## config.mk

```make
export PLATFORM = sky130hd
export DESIGN_NAME = sipo_deserializer_rx
export DESIGN_NICKNAME = d
export VERILOG_FILES = /design/src/rtl/sipo_deserializer_rx.sv
export SDC_FILE = /design/constraint.sdc
export NUM_CORES = 1
export LEC_CHECK = 0
export ABC_AREA = 1
export BUFFER_PORTS_ARGS = -buffer_cell sky130_fd_sc_hd__buf_2
export CORE_AREA = 2 2 40 42
export DETAILED_ROUTE_END_ITERATION = 12
export DIE_AREA = 0 0 42 44
export SLEW_MARGIN = 0
export SYNTH_ARGS = -nofsm -noshare
export SYNTH_HDL_FRONTEND = slang
export SYNTH_SLANG_ARGS = --single-unit
export TNS_END_PERCENT = 1
```

## constraint.sdc

```tcl
create_clock -name clk -period 2.9 [get_ports clk]
set_input_delay 0.29 -clock clk [delete_from_list [all_inputs] [get_ports clk]]
set_output_delay 0.29 -clock clk [all_outputs]
set_load 0.01 [all_outputs]
```

## src/rtl/sipo_deserializer_rx.sv

```systemverilog
// sipo_deserializer_rx: serial-in, parallel-out receiver, LSB first.
//   Assembles N serial bits into a word. The word is presented on a registered
//   valid/ready holding stage. It is ready on the edge that samples the last bit.
//   Backpressure: a word that completes while the holding stage is full and not
//   being consumed is dropped, and the sticky overrun flag is set.
// Optional feature macro: SIPO_RX_PARITY_EN adds a trailing even-parity bit per word.
//
// Ports:
//   clk, reset_n          clock (rising edge), asynchronous active-low reset
//   bit_en, SI            SI is a valid serial bit when bit_en is high
//   sync                  frame restart, discards any partial word
//   data_out, data_valid  assembled word and its valid flag
//   data_ready            consumer accepts data_out this cycle
//   overrun, overrun_clr  sticky dropped-word flag and its clear
//   busy                  a partial word is in progress
//   parity_err            parity result for the word on data_out (0 without the macro)
module sipo_deserializer_rx #(
  parameter int N = 4
) (
  input  logic         clk,
  input  logic         reset_n,
  input  logic         bit_en,
  input  logic         SI,
  input  logic         sync,
  output logic [N-1:0] data_out,
  output logic         data_valid,
  input  logic         data_ready,
  output logic         overrun,
  input  logic         overrun_clr,
  output logic         busy,
  output logic         parity_err
);

  localparam int CW = $clog2(N + 1);

`ifdef SIPO_RX_PARITY_EN
  typedef enum logic [1:0] {ST_IDLE, ST_RECV, ST_PARITY} state_t;
`else
  typedef enum logic [1:0] {ST_IDLE, ST_RECV} state_t;
`endif

  state_t          state_q, state_d;
  logic [CW-1:0]   cnt_q, cnt_d;
  logic [N-1:0]    shreg_q, shreg_d;
  logic [N-1:0]    shift_w;
  logic [N-1:0]    word_w;
  logic            word_done;
  logic            load_w;

  logic [N-1:0]    dout_q, dout_d;
  logic            dvld_q, dvld_d;
  logic            ovr_q, ovr_d;

`ifdef SIPO_RX_PARITY_EN
  logic            par_w;
  logic            perr_q, perr_d;
`endif

  // New bits enter at the MSB, so after N bits the first one sits at bit 0.
  assign shift_w = {SI, shreg_q[N-1:1]};

  // Receive state machine.
  always_comb begin
    state_d   = state_q;
    cnt_d     = cnt_q;
    shreg_d   = shreg_q;
    word_done = 1'b0;
    word_w    = shreg_q;
`ifdef SIPO_RX_PARITY_EN
    par_w     = 1'b0;
`endif
    if (sync) begin
      // Restart framing. A bit arriving with sync is bit 0 of the new word.
      state_d = ST_IDLE;
      cnt_d   = '0;
      if (bit_en) begin
        shreg_d = shift_w;
        state_d = ST_RECV;
        cnt_d   = CW'(1);
      end
    end else if (bit_en) begin
      case (state_q)
        ST_IDLE: begin
          shreg_d = shift_w;
          state_d = ST_RECV;
          cnt_d   = CW'(1);
        end
        ST_RECV: begin
          shreg_d = shift_w;
          if (cnt_q == CW'(N - 1)) begin
            cnt_d = '0;
`ifdef SIPO_RX_PARITY_EN
            state_d = ST_PARITY;
`else
            state_d   = ST_IDLE;
            word_done = 1'b1;
            word_w    = shift_w;
`endif
          end else begin
            cnt_d = cnt_q + CW'(1);
          end
        end
`ifdef SIPO_RX_PARITY_EN
        ST_PARITY: begin
          // The parity bit is not shifted in. The data word is already complete in shreg.
          state_d   = ST_IDLE;
          word_done = 1'b1;
          word_w    = shreg_q;
          par_w     = (^shreg_q) ^ SI;
        end
`endif
        default: begin
          state_d = ST_IDLE;
          cnt_d   = '0;
        end
      endcase
    end
  end

  // Output holding stage: load when empty or draining on this same edge.
  assign load_w = word_done && (!dvld_q || data_ready);

  always_comb begin
    dout_d = dout_q;
    dvld_d = dvld_q;
    ovr_d  = ovr_q;
`ifdef SIPO_RX_PARITY_EN
    perr_d = perr_q;
`endif
    if (load_w) begin
      dout_d = word_w;
      dvld_d = 1'b1;
`ifdef SIPO_RX_PARITY_EN
      perr_d = par_w;
`endif
    end else if (dvld_q && data_ready) begin
      dvld_d = 1'b0;
    end
    // A dropped word takes priority over a clear in the same cycle.
    if (word_done && !load_w) begin
      ovr_d = 1'b1;
    end else if (overrun_clr) begin
      ovr_d = 1'b0;
    end
  end

  always_ff @(posedge clk or negedge reset_n) begin
    if (!reset_n) begin
      state_q <= ST_IDLE;
      cnt_q   <= '0;
      shreg_q <= '0;
      dout_q  <= '0;
      dvld_q  <= 1'b0;
      ovr_q   <= 1'b0;
    end else begin
      state_q <= state_d;
      cnt_q   <= cnt_d;
      shreg_q <= shreg_d;
      dout_q  <= dout_d;
      dvld_q  <= dvld_d;
      ovr_q   <= ovr_d;
    end
  end

`ifdef SIPO_RX_PARITY_EN
  always_ff @(posedge clk or negedge reset_n) begin
    if (!reset_n) begin
      perr_q <= 1'b0;
    end else begin
      perr_q <= perr_d;
    end
  end
  assign parity_err = perr_q;
`else
  assign parity_err = 1'b0;
`endif

  assign data_out   = dout_q;
  assign data_valid = dvld_q;
  assign overrun    = ovr_q;
  assign busy       = (state_q != ST_IDLE);

endmodule

```

### After elaboration in Yosys (flattened, before gate mapping)

Index checks and enable logic that the tools add are counted.

| storage, ports and cells | value |
|---|---|
| bits in registers | 15 |
| logic and storage cells | 51 |
| bits of input ports | 7 |

| cells by class | value |
|---|---|
| add/subtract/negate cells | 1 |
| reductions and logical operators | 15 |
| eq/ne operators | 3 |
| mux-type cells | 26 |

Operators with widths:

| cell | number |
|---|---|
| 2-to-1 mux 4 bit | 8 |
| 2-to-1 mux 1 bit | 10 |
| nonzero test 2 bit | 5 |
| 2-to-1 mux 3 bit | 3 |
| 2-to-1 mux 2 bit | 3 |
| one-hot mux 3 bit (2 select lines) | 1 |
| one-hot mux 2 bit (2 select lines) | 1 |
| AND reduction 2 bit | 2 |
| adder 3 x 1 -> 3 bit (second input constant) | 1 |
| equality test 3 x 2 -> 1 bit (second input constant) | 1 |
| logical AND 1 bit | 3 |
| inequality test 3 bit (second input constant) | 1 |
| equality test 2 x 1 -> 1 bit (second input constant) | 1 |
| zero test 1 bit | 2 |
| zero test 2 bit | 1 |
| OR reduction 2 bit | 1 |
| logical OR 1 bit | 1 |

### Depth between registers and ports, before layout

Gate-level depths: netlist of the first run.

| logic depth | value |
|---|---|
| depth in word-level cells | 9 |
| mapped depth | 6 |
| mapped depth without buffers | 6 |

### Least setup slack after synthesis of the first run

No wires, ideal clock.

| timing path | value |
|---|---|
| path type | reg-to-reg |
| start point | register cnt_q[0] |
| end point | register dout_q[0] (netlist: data_out[0]) |
| cell stages (with the launch flop) | 7 |
| required time | 2783 ps |
| buffers on the path | 0 |
| clock period less this slack | 1081 ps |
| setup time | 117 ps |
| slack | 1819 ps |
| arrival | 965 ps |
| path through | dfrtp_1 > ha_1 > nand2_1 > nor2_4 > nand2_4 > nand2_1 > nand2_1 |

| on the way | value |
|---|---|
| word-level cells in the longest chain between the ends | 6 |

RTL lines:

| item | line | text |
|---|---|---|
| from (decl) | 43 | `logic [CW-1:0] cnt_q, cnt_d;` |
| from (signal assigned) | 157 | `cnt_q <= cnt_d;` |
| equality test 3 x 2 -> 1 bit (*) | 90 | `if (cnt_q == CW'(N - 1)) begin` |
| 2-to-1 mux 1 bit | 90 |  |
| 2-to-1 mux 1 bit | 82 | `case (state_q)` |
| 2-to-1 mux 1 bit | 81 | `end else if (bit_en) begin` |
| 2-to-1 mux 1 bit | 72 | `if (sync) begin` |
| logical AND 1 bit | 121 | `assign load_w = word_done && (!dvld_q \|\| data_ready);` |
| to (signal assigned) | 159 | `dout_q <= dout_d;` |
| to (decl) | 50 | `logic [N-1:0] dout_q, dout_d;` |

Mark *: on every way between the ends. The rest lies on a longest branch, timed or not.
A chain may end at the register's enable or synchronous reset.

### Worst setup path after layout of the first run

| timing path | value |
|---|---|
| start point | register cnt_q[0] |
| end point | register dout_q[2] (netlist: data_out[2]) |

The elaborated chain is that of the path after synthesis.

==> metrics.yaml, run 1 <==
gp_congestion: 0.813
fin_skew_ps: 2.60
grt-ovfl-total: 0
die_h_microns: 44
postLayoutCoreUtil: 0.479
cts-root-buf: "clkbuf_4"
yosys.area.top_type: "dfrtp_1"
synth_top_cell_area_share: 0.575
synthesis.area_sq_um: 566
finalCriticalPeriod_ps: 1180
grt_pass1_wl_microns: 1690
cpPeakStageDelay_ps: 370
cts_sinks: 13
clkTransAtPathRegs_ps: 80
period_share: 0.406
cp_max_fo: 7
layout.cells.most_common: "nand2_1"
synth.distinct_cells: 15
tns_ps: 0
setup_viol: 0
wl_microns: 1000
cpMostUsedCell: "nand2_1"
crit_slowest_cell: "dfrtp_1"
ys_seq_elements: 13
rr_startpoint: "cnt_q[0]"
netlist_instances: 63
post-route-drc-count: 0
fin_area_sq_um: 679
ir_worst_vdd_v: 0.000291
cts_max_path_buffers: 2
holdWs_ps: 205
synth.area.top_cells: "dfrtp_1 58%, nand2_1 14%, inv_1 5.3%, nand3_1 3.5%, o21ai_0 3.5%"
ys_warn_count: 0
die-area_sq_um: 1850
synthToLayoutAreaGrowth_pct: 20.1
pre_cts_ws_ps: 1730
crit_chain: "ha_1 > nand2_1 > nor2_4 > nand2_4 > nand2_1 > nand2_1"
vias: 457
layout_setup_ws_ps: 1720
powerDensity_nw_per_um2: 583
drv_cap: 0
rsz0062_at_grt: "no"
worst_ep_arrival_time_ps: 1340
min_from: "overrun_clr"
crit_type: "reg2reg"
dr.pass1.iters: 4
critPathLaunchType: "flip-flop"
hold_violations: 0
slew_viol_final: 0
startpoint: "cnt_q[0]"
port_buffers: 13
io_pins: 15
avgSynthCellArea_sq_um: 8.98
wire_per_inst_microns: 10.4
via_per_inst: 4.76
drive_above_1_share: 0.238
critPathCaptureType: "flip-flop"
initial_core_util: 0.399
status: "complete, no violations"
syn_nets: 71
grt_antenna_before_repair: 0
cts_tree: "built"
critPathRequiredTime_ps: 3070
diodes: 0
h-tree-depth: 1
grt_pass1_vias: 410
layout.nets: 89
core_area_sq_um: 1420
placed_cell_area_sq_um: 643
max_freq_mhz: 850
dp.final_hpwl_microns: 736
min_path_type: "in2reg"
ys_seq_area_frac: 0.575
clock_latency_ps: 270
drt_iter0_drc: 16
grt_max_degree: 14
cts_buffers: 3
p_leak_uw: 0.000370
final_antenna_net_count: 0
layout_common_cells: "21 x nand2_1, 13 x dfrtp_1, 13 x buf_2"
rows: 14
die_x_microns: 42
grtUsageTotal: 0.131
power by group:
part / total [uW] / switching (uW) / leakage [uW] / internal, uW
Combinational: 67.9 / 40.2 / 0.000186 / 27.7
Sequential: 219 / 14.0 / 0.000169 / 205
Clock: 110 / 56.4 / 0.0000150 / 53.3
worst paths after layout:
path	end	slack (ps)	cells past startpoint
min reg2reg	data_out[1]	480	2
max reg2reg	data_out[2]	1720	6
min in group asynchronous	data_valid	430	2
min	overrun	210	2
max	data_out[2]	1720	6
max in group asynchronous	data_out[2]	2250	2
flip-flops by register name (all words and copies together) (netlist names):
| register | count |
|---|---|
| shreg_q | 3 |
| data_valid | 1 |
| overrun | 1 |
| data_out | 4 |
| state_q | 1 |
| cnt_q | 3 |
worst max-delay path, delay by kind of cell (launching register included):
family | cells | cell delay [ps]
adder cells (fa/ha/maj) | 1 | 170
flip-flops | 1 | 370
AND/OR/NAND/NOR | 5 | 530
synth_stat cells, drive strengths merged:
| cell type | number |
|---|---|
| nand4 | 1 |
| dfrtp | 13 |
| conb | 1 |
| nor2 | 4 |
| ha | 1 |
| o21a | 1 |
| nand2 | 22 |
| nand3 | 5 |
| inv | 8 |
| a21oi | 2 |
| o21ai | 4 |
| buf | 1 |
per-layer routing:
metal  track usage  up-vias  part of all wire
met3        0.0500        2             0.069
li1              -      227                 -
met4        0.0774        0             0.014
met2         0.181       21              0.42
met5             0        -                 0
met1         0.174      207              0.49
stage by stage:
step                power [uW]  cells
floorplan                  258     63
global route               426     96
detailed placement         289     91
finish                     396     96
CTS                        403     96
global placement           289     91
cell families after synthesis:
logic type / count (synthesis) / share of synthesized area
flip-flops: 13 / 0.575
other: 1 / 0.00663
buffers and inverters: 9 / 0.0664
AO/OA/AOI/OAI: 7 / 0.0664
adder cells (fa/ha/maj): 1 / 0.0221
AND/OR/NAND/NOR: 32 / 0.263
what timing repair did:
action | in CTS | in global routing
endpoints found under the setup margin | 0 | 0
setup buffers | 0 | 0
resized for setup | 0 | 0
hold endpoints to repair | 13 | 0
hold buffers | 1 | 0
area by class of cell:
cell class,instances,area (sq um)
clock buffer,4,26.3
timing repair buffer,14,75.1
sequential,13,325
inverter,8,30.0
fill,130,739
tap,16,20.0
multi-input combinational,41,203
Note: power is estimated with default switching activity, not from simulation.
==> run 2: changes to the inputs <==
--- a/config.mk
+++ b/config.mk
@@ -10,6 +10,7 @@
 export CORE_AREA = 2 2 40 42
 export DETAILED_ROUTE_END_ITERATION = 12
 export DIE_AREA = 0 0 42 44
+export PLACE_DENSITY = 0.66
 export SLEW_MARGIN = 0
 export SYNTH_ARGS = -nofsm -noshare
 export SYNTH_HDL_FRONTEND = slang
==> constraint.sdc (replaced) <==
create_clock -name clk -period 1.05 [get_ports clk]
set_input_delay 0.105 -clock clk [delete_from_list [all_inputs] [get_ports clk]]
set_output_delay 0.105 -clock clk [all_outputs]
set_load 0.01 [all_outputs]
==> metrics.yaml, run 2 (synthesis gave the netlist of run 1 again) <==
tns_ps: -536  # -536 ps
gp_congestion: 0.753  # -7.4%
regArea_sq_um: 325  # unchanged
fin_skew_ps: 3.74  # +1.14 ps
cts_buffers: 3  # unchanged
powerDensity_nw_per_um2: 1530  # +160%
crit_family: "simple AND/OR/NAND/NOR gates"
diodes: 0  # unchanged
synthToLayoutAreaGrowth_pct: 32.7
totalPowerFinal_uw: 1150  # +190%
critPathRequiredTime_ps: 1210  # -1860 ps
largest_reg_flops: 4  # unchanged
layout_setup_ws_ps: -114  # -1840 ps
initial_core_util: 0.399  # unchanged
clock_latency_ps: 270  # about the same
grt_pass1_vias: 421  # +2.7%
r2r_end: "data_out[1]"
violations: "setup timing"
cts_max_path_buffers: 2  # unchanged
max_freq_mhz: 859  # +1.1%
cp_num_buf_inv: 0  # unchanged
wl_microns: 1180  # +18%
grtUsageTotal: 0.131  # +0.000423
ir_worst_vdd_v: 0.00109  # +270%
hold_end: "overrun"
dr.pass1.iters: 4  # unchanged
worst_ep_arrival_time_ps: 1330  # about the same
cp_max_fo: 7  # unchanged
crit_type: "reg2reg"
stdcell_count: 102  # +6.3%
clkTransAtPathRegs_ps: 80  # about the same
io_pins: 15  # unchanged
drv_cap: 0  # unchanged
layout.nets: 95  # +6.7%
multi_input_area_sq_um: 219  # +8.0%
status: "finished, violations left"
core_area_sq_um: 1420  # unchanged
rsz0062_at_grt: "yes"
grt_pass1_wl_microns: 1720  # +1.7%
reg2reg_depth: 6  # unchanged
critPathLaunchType: "flip-flop"
ff2ff_setup_slack_ps: -110  # -1840 ps
wire_per_inst_microns: 11.6  # +11%
die_x_microns: 42  # unchanged
rows: 14  # unchanged
cts_sinks: 13  # unchanged
slew_viol_final: 0  # unchanged
layout.cells.most_common: "nand2_1"
rr_startpoint: "cnt_q[1]"
p_leak_uw: 0.000403  # +9.0%
post-route-drc-count: 0  # unchanged
whs_path_depth: 2  # unchanged
period_share: 1.11  # +0.702
cpPeakStageDelay_ps: 370  # about the same
die_h_microns: 44  # unchanged
crit_chain: "ha_2 > nand2_4 > nor2_4 > nand2_4 > nand2_1 > nand2_1"
cts-root-buf: "clkbuf_4"
grt_max_degree: 14  # unchanged
placed_cell_area_sq_um: 668  # +3.9%
fin_area_sq_um: 751  # +10%
vias: 477  # +4.4%
layout_common_cells: "19 x nand2_1, 13 x dfrtp_1, 12 x buf_2"
finalCriticalPeriod_ps: 1160  # -13.3 ps
via_per_inst: 4.68  # -1.8%
final_antenna_net_count: 0  # unchanged
hold_violations: 0  # unchanged
min_from: "overrun_clr"
setup_viol: 9  # +9
grt-ovfl-total: 0  # unchanged
dp.final_hpwl_microns: 783  # +6.4%
pre_cts_ws_ps: -74.7  # -1810 ps
grt_antenna_before_repair: 0  # unchanged
port_buffers: 13  # unchanged
die-area_sq_um: 1850  # unchanged
drt_iter0_drc: 9  # -7
min_path_type: "in2reg"
critPathCaptureType: "flip-flop"
crit_slowest_cell: "dfrtp_1"
cts_tree: "built"
drive_above_1_share: 0.337  # +0.0997
h-tree-depth: 1  # unchanged
nFillCells: 130  # unchanged
place_inst: 94  # +3.3%
run 2: cell count changes in the layout (fill, tap and decap cells not counted), sizes merged:
cell / delta
buf: +6
run 2: worst max path at each step:
stage,to,cells after the start,start,slack [ps]
after global placement,data_out[1],6,cnt_q[0],-30
after CTS,data_out[3],6,cnt_q[0],-80
final,data_out[1],6,cnt_q[1],-110
after floorplan,data_out[0],6,cnt_q[0],10
after detailed placement,data_out[3],6,cnt_q[0],-70
after global routing,data_out[1],6,cnt_q[1],-160
run 2: through the flow:
stage / hold slack [ps] / utilization
CTS: 23.1 / 0.501
global placement: 2.58 / 0.471
floorplan: -191 / -
detailed placement: 6.33 / 0.471
finish: 3.94 / 0.529
global route: 6.47 / 0.529
run 2: metal layers:
| layer | vias up | track usage | share of wire |
|---|---|---|---|
| met4 | 0 | 0.123 | 0.039 |
| met5 | - | 0 | 0 |
| li1 | 241 | - | - |
| met2 | 12 | 0.206 | 0.48 |
| met1 | 218 | 0.148 | 0.43 |
| met3 | 6 | 0.0292 | 0.044 |
run 2: what timing repair did:
action / 4_1_cts / 5_1_grt
cloned: 0 / 0
setup buffers: 0 / 3
setup endpoints to repair: 8 / 10
pin swaps: 0 / 5
endpoints found under the hold margin: 13 / 0
hold buffers: 1 / 0
gates resized for setup: 2 / 7
run 2: layout make-up:
type                       instances  area share
sequential                        13       0.433
multi-input combinational         41       0.292
timing repair buffer              20       0.173
inverter                           8      0.0400
clock buffer                       4      0.0350
tap                               16      0.0267
run 2: where the power goes:
part	internal, uW	switching [uW]	leakage, uW
clock network	147	159	0.0000150
registers	565	40.0	0.000169
logic	109	125	0.000219
==> run 3: changes to the inputs <==
--- a/config.mk
+++ b/config.mk
@@ -10,6 +10,7 @@
 export CORE_AREA = 2 2 40 42
 export DETAILED_ROUTE_END_ITERATION = 12
 export DIE_AREA = 0 0 42 44
+export HOLD_SLACK_MARGIN = 0.1
 export PLACE_DENSITY = 0.66
 export SLEW_MARGIN = 0
 export SYNTH_ARGS = -nofsm -noshare
==> metrics.yaml, run 3 (synthesis gave the netlist of run 1 again) <==
status: "finished, violations left"
violations: "setup timing"
slew_viol_final: 0  # unchanged
grt_antenna_before_repair: 0  # unchanged
top_layer: "met4"
cts_buffers: 3  # unchanged
met1_length_microns: 530  # +3.9%
crit_type: "reg2reg"
cts_sinks: 13  # unchanged
grt_pass1_vias: 419  # -0.48%
drt_iter0_drc: 9  # unchanged
worst_ep_arrival_time_ps: 1330  # about the same
placed_cell_area_sq_um: 668  # unchanged
rsz0062_at_grt: "yes"
dp.final_hpwl_microns: 783  # unchanged
nFillCells: 130  # unchanged
layout_common_cells: "19 x nand2_1, 13 x dfrtp_1, 12 x buf_2"
io_pins: 15  # unchanged
pre_cts_ws_ps: -74.7  # unchanged
min_path_type: "in2reg"
ff2ff_setup_slack_ps: -110  # about the same
clock_latency_ps: 270  # about the same
via_per_inst: 4.64  # -0.69%
powerDensity_nw_per_um2: 1490  # -2.1%
grt-ovfl-total: 0  # unchanged
cts_max_path_buffers: 2  # unchanged
die-area_sq_um: 1850  # unchanged
layout.nets: 97  # +2.1%
grt_max_degree: 14  # unchanged
wire_per_inst_microns: 11.5  # -0.68%
core_area_sq_um: 1420  # unchanged
die_x_microns: 42  # unchanged
final_antenna_net_count: 0  # unchanged
h-tree-depth: 1  # unchanged
die_h_microns: 44  # unchanged
rows: 14  # unchanged
postLayoutCoreUtil: 0.543  # +0.0141
largest_reg_flops: 4  # unchanged
initial_core_util: 0.399  # unchanged
grtUsageTotal: 0.130  # -0.000887
hold_violations: 0  # unchanged
critPathLaunchType: "flip-flop"
critPathCaptureType: "flip-flop"
vias: 483  # +1.3%
finalCriticalPeriod_ps: 1160  # +0.0380 ps
grt_pass1_wl_microns: 1710  # -0.41%
wl_met2_microns: 571  # +0.18%
cts-root-buf: "clkbuf_4"
drv_cap: 0  # unchanged
dr_wl_met3_microns: 47  # -9.6%
drive_above_1_share: 0.330  # -0.00766
cts_tree: "built"
p_leak_uw: 0.000411  # +2.1%
wl_microns: 1190  # +1.3%
clkTransAtPathRegs_ps: 80  # about the same
synthToLayoutAreaGrowth_pct: 36.3
layout_setup_ws_ps: -114  # -0.0380 ps
diodes: 0  # unchanged
regArea_sq_um: 325  # unchanged
layout.cells.most_common: "nand2_1"
gp_congestion: 0.753  # unchanged
holdWs_ps: 90.5  # +86.6 ps
cp_max_fo: 7  # unchanged
max_freq_mhz: 859  # about the same
multi_input_area_sq_um: 219  # unchanged
port_buffers: 13  # unchanged
post-route-drc-count: 0  # unchanged
ir_worst_vdd_v: 0.00109  # about the same
setup_viol: 9  # unchanged
dr.pass1.iters: 2  # -2
fin_area_sq_um: 771  # +2.7%
critPathRequiredTime_ps: 1210  # about the same
fin_skew_ps: 3.75  # +0.00713 ps
totalPowerFinal_uw: 1150  # +0.52%
period_share: 1.11  # about the same
[run 3: cell count changes in the layout (fill, tap and decap cells not counted)]
cell           previous run  this run
dlygate4sd3_1             1         3
[run 3: per-stage QoR]
| stage | setup TNS, ps | std cells |
|---|---|---|
| after floorplan | 0 | 63 |
| after global placement | -102 | 94 |
| after detailed placement | -297 | 94 |
| after CTS | -389 | 101 |
| after global routing | -977 | 104 |
| final | -537 | 104 |
[run 3: path summary, 6_finish.rpt]
path	start	to	depth (start not counted)
max	cnt_q[1]	data_out[1]	6
min	data_ready	overrun	4
max reg2reg	cnt_q[1]	data_out[1]	6
min reg2reg	data_out[1]	data_out[1]	2
max in group asynchronous	reset_n	data_out[3]	2
min in group asynchronous	reset_n	shreg_q[2]	2
[run 3: timing repair]
action                                 4_1_cts  5_1_grt
setup endpoints to repair                    8       10
pin swaps                                    0        5
cloned                                       0        0
buffers inserted                             0        3
resized for setup                            2        7
endpoints found under the hold margin       16        0
hold buffers                                 3        0
[run 3: power breakdown]
| part | total, uW | switching [uW] | internal, uW |
|---|---|---|---|
| combinational | 241 | 127 | 114 |
| clock | 306 | 158 | 147 |
| sequential | 605 | 40.0 | 565 |
[run 3: metal layers]
layer,up-vias,global-route usage
met5,-,0
met3,6,0.0250
met4,0,0.123
li1,245,-
met2,12,0.203
met1,220,0.151
[run 3: cell type report]
cell class | instances | area share
Multi-Input combinational cell | 41 | 0.284
Clock buffer | 4 | 0.0341
Tap cell | 16 | 0.0260
Inverter | 8 | 0.0390
Timing Repair Buffer | 22 | 0.195
Sequential cell | 13 | 0.422
[run 3: critical path, cell delays in order (launching register included)]
cell,delay (ps)
dfrtp_1,370
ha_2,210
nand2_4,60
nor2_4,200
nand2_4,90
nand2_1,70
nand2_1,50
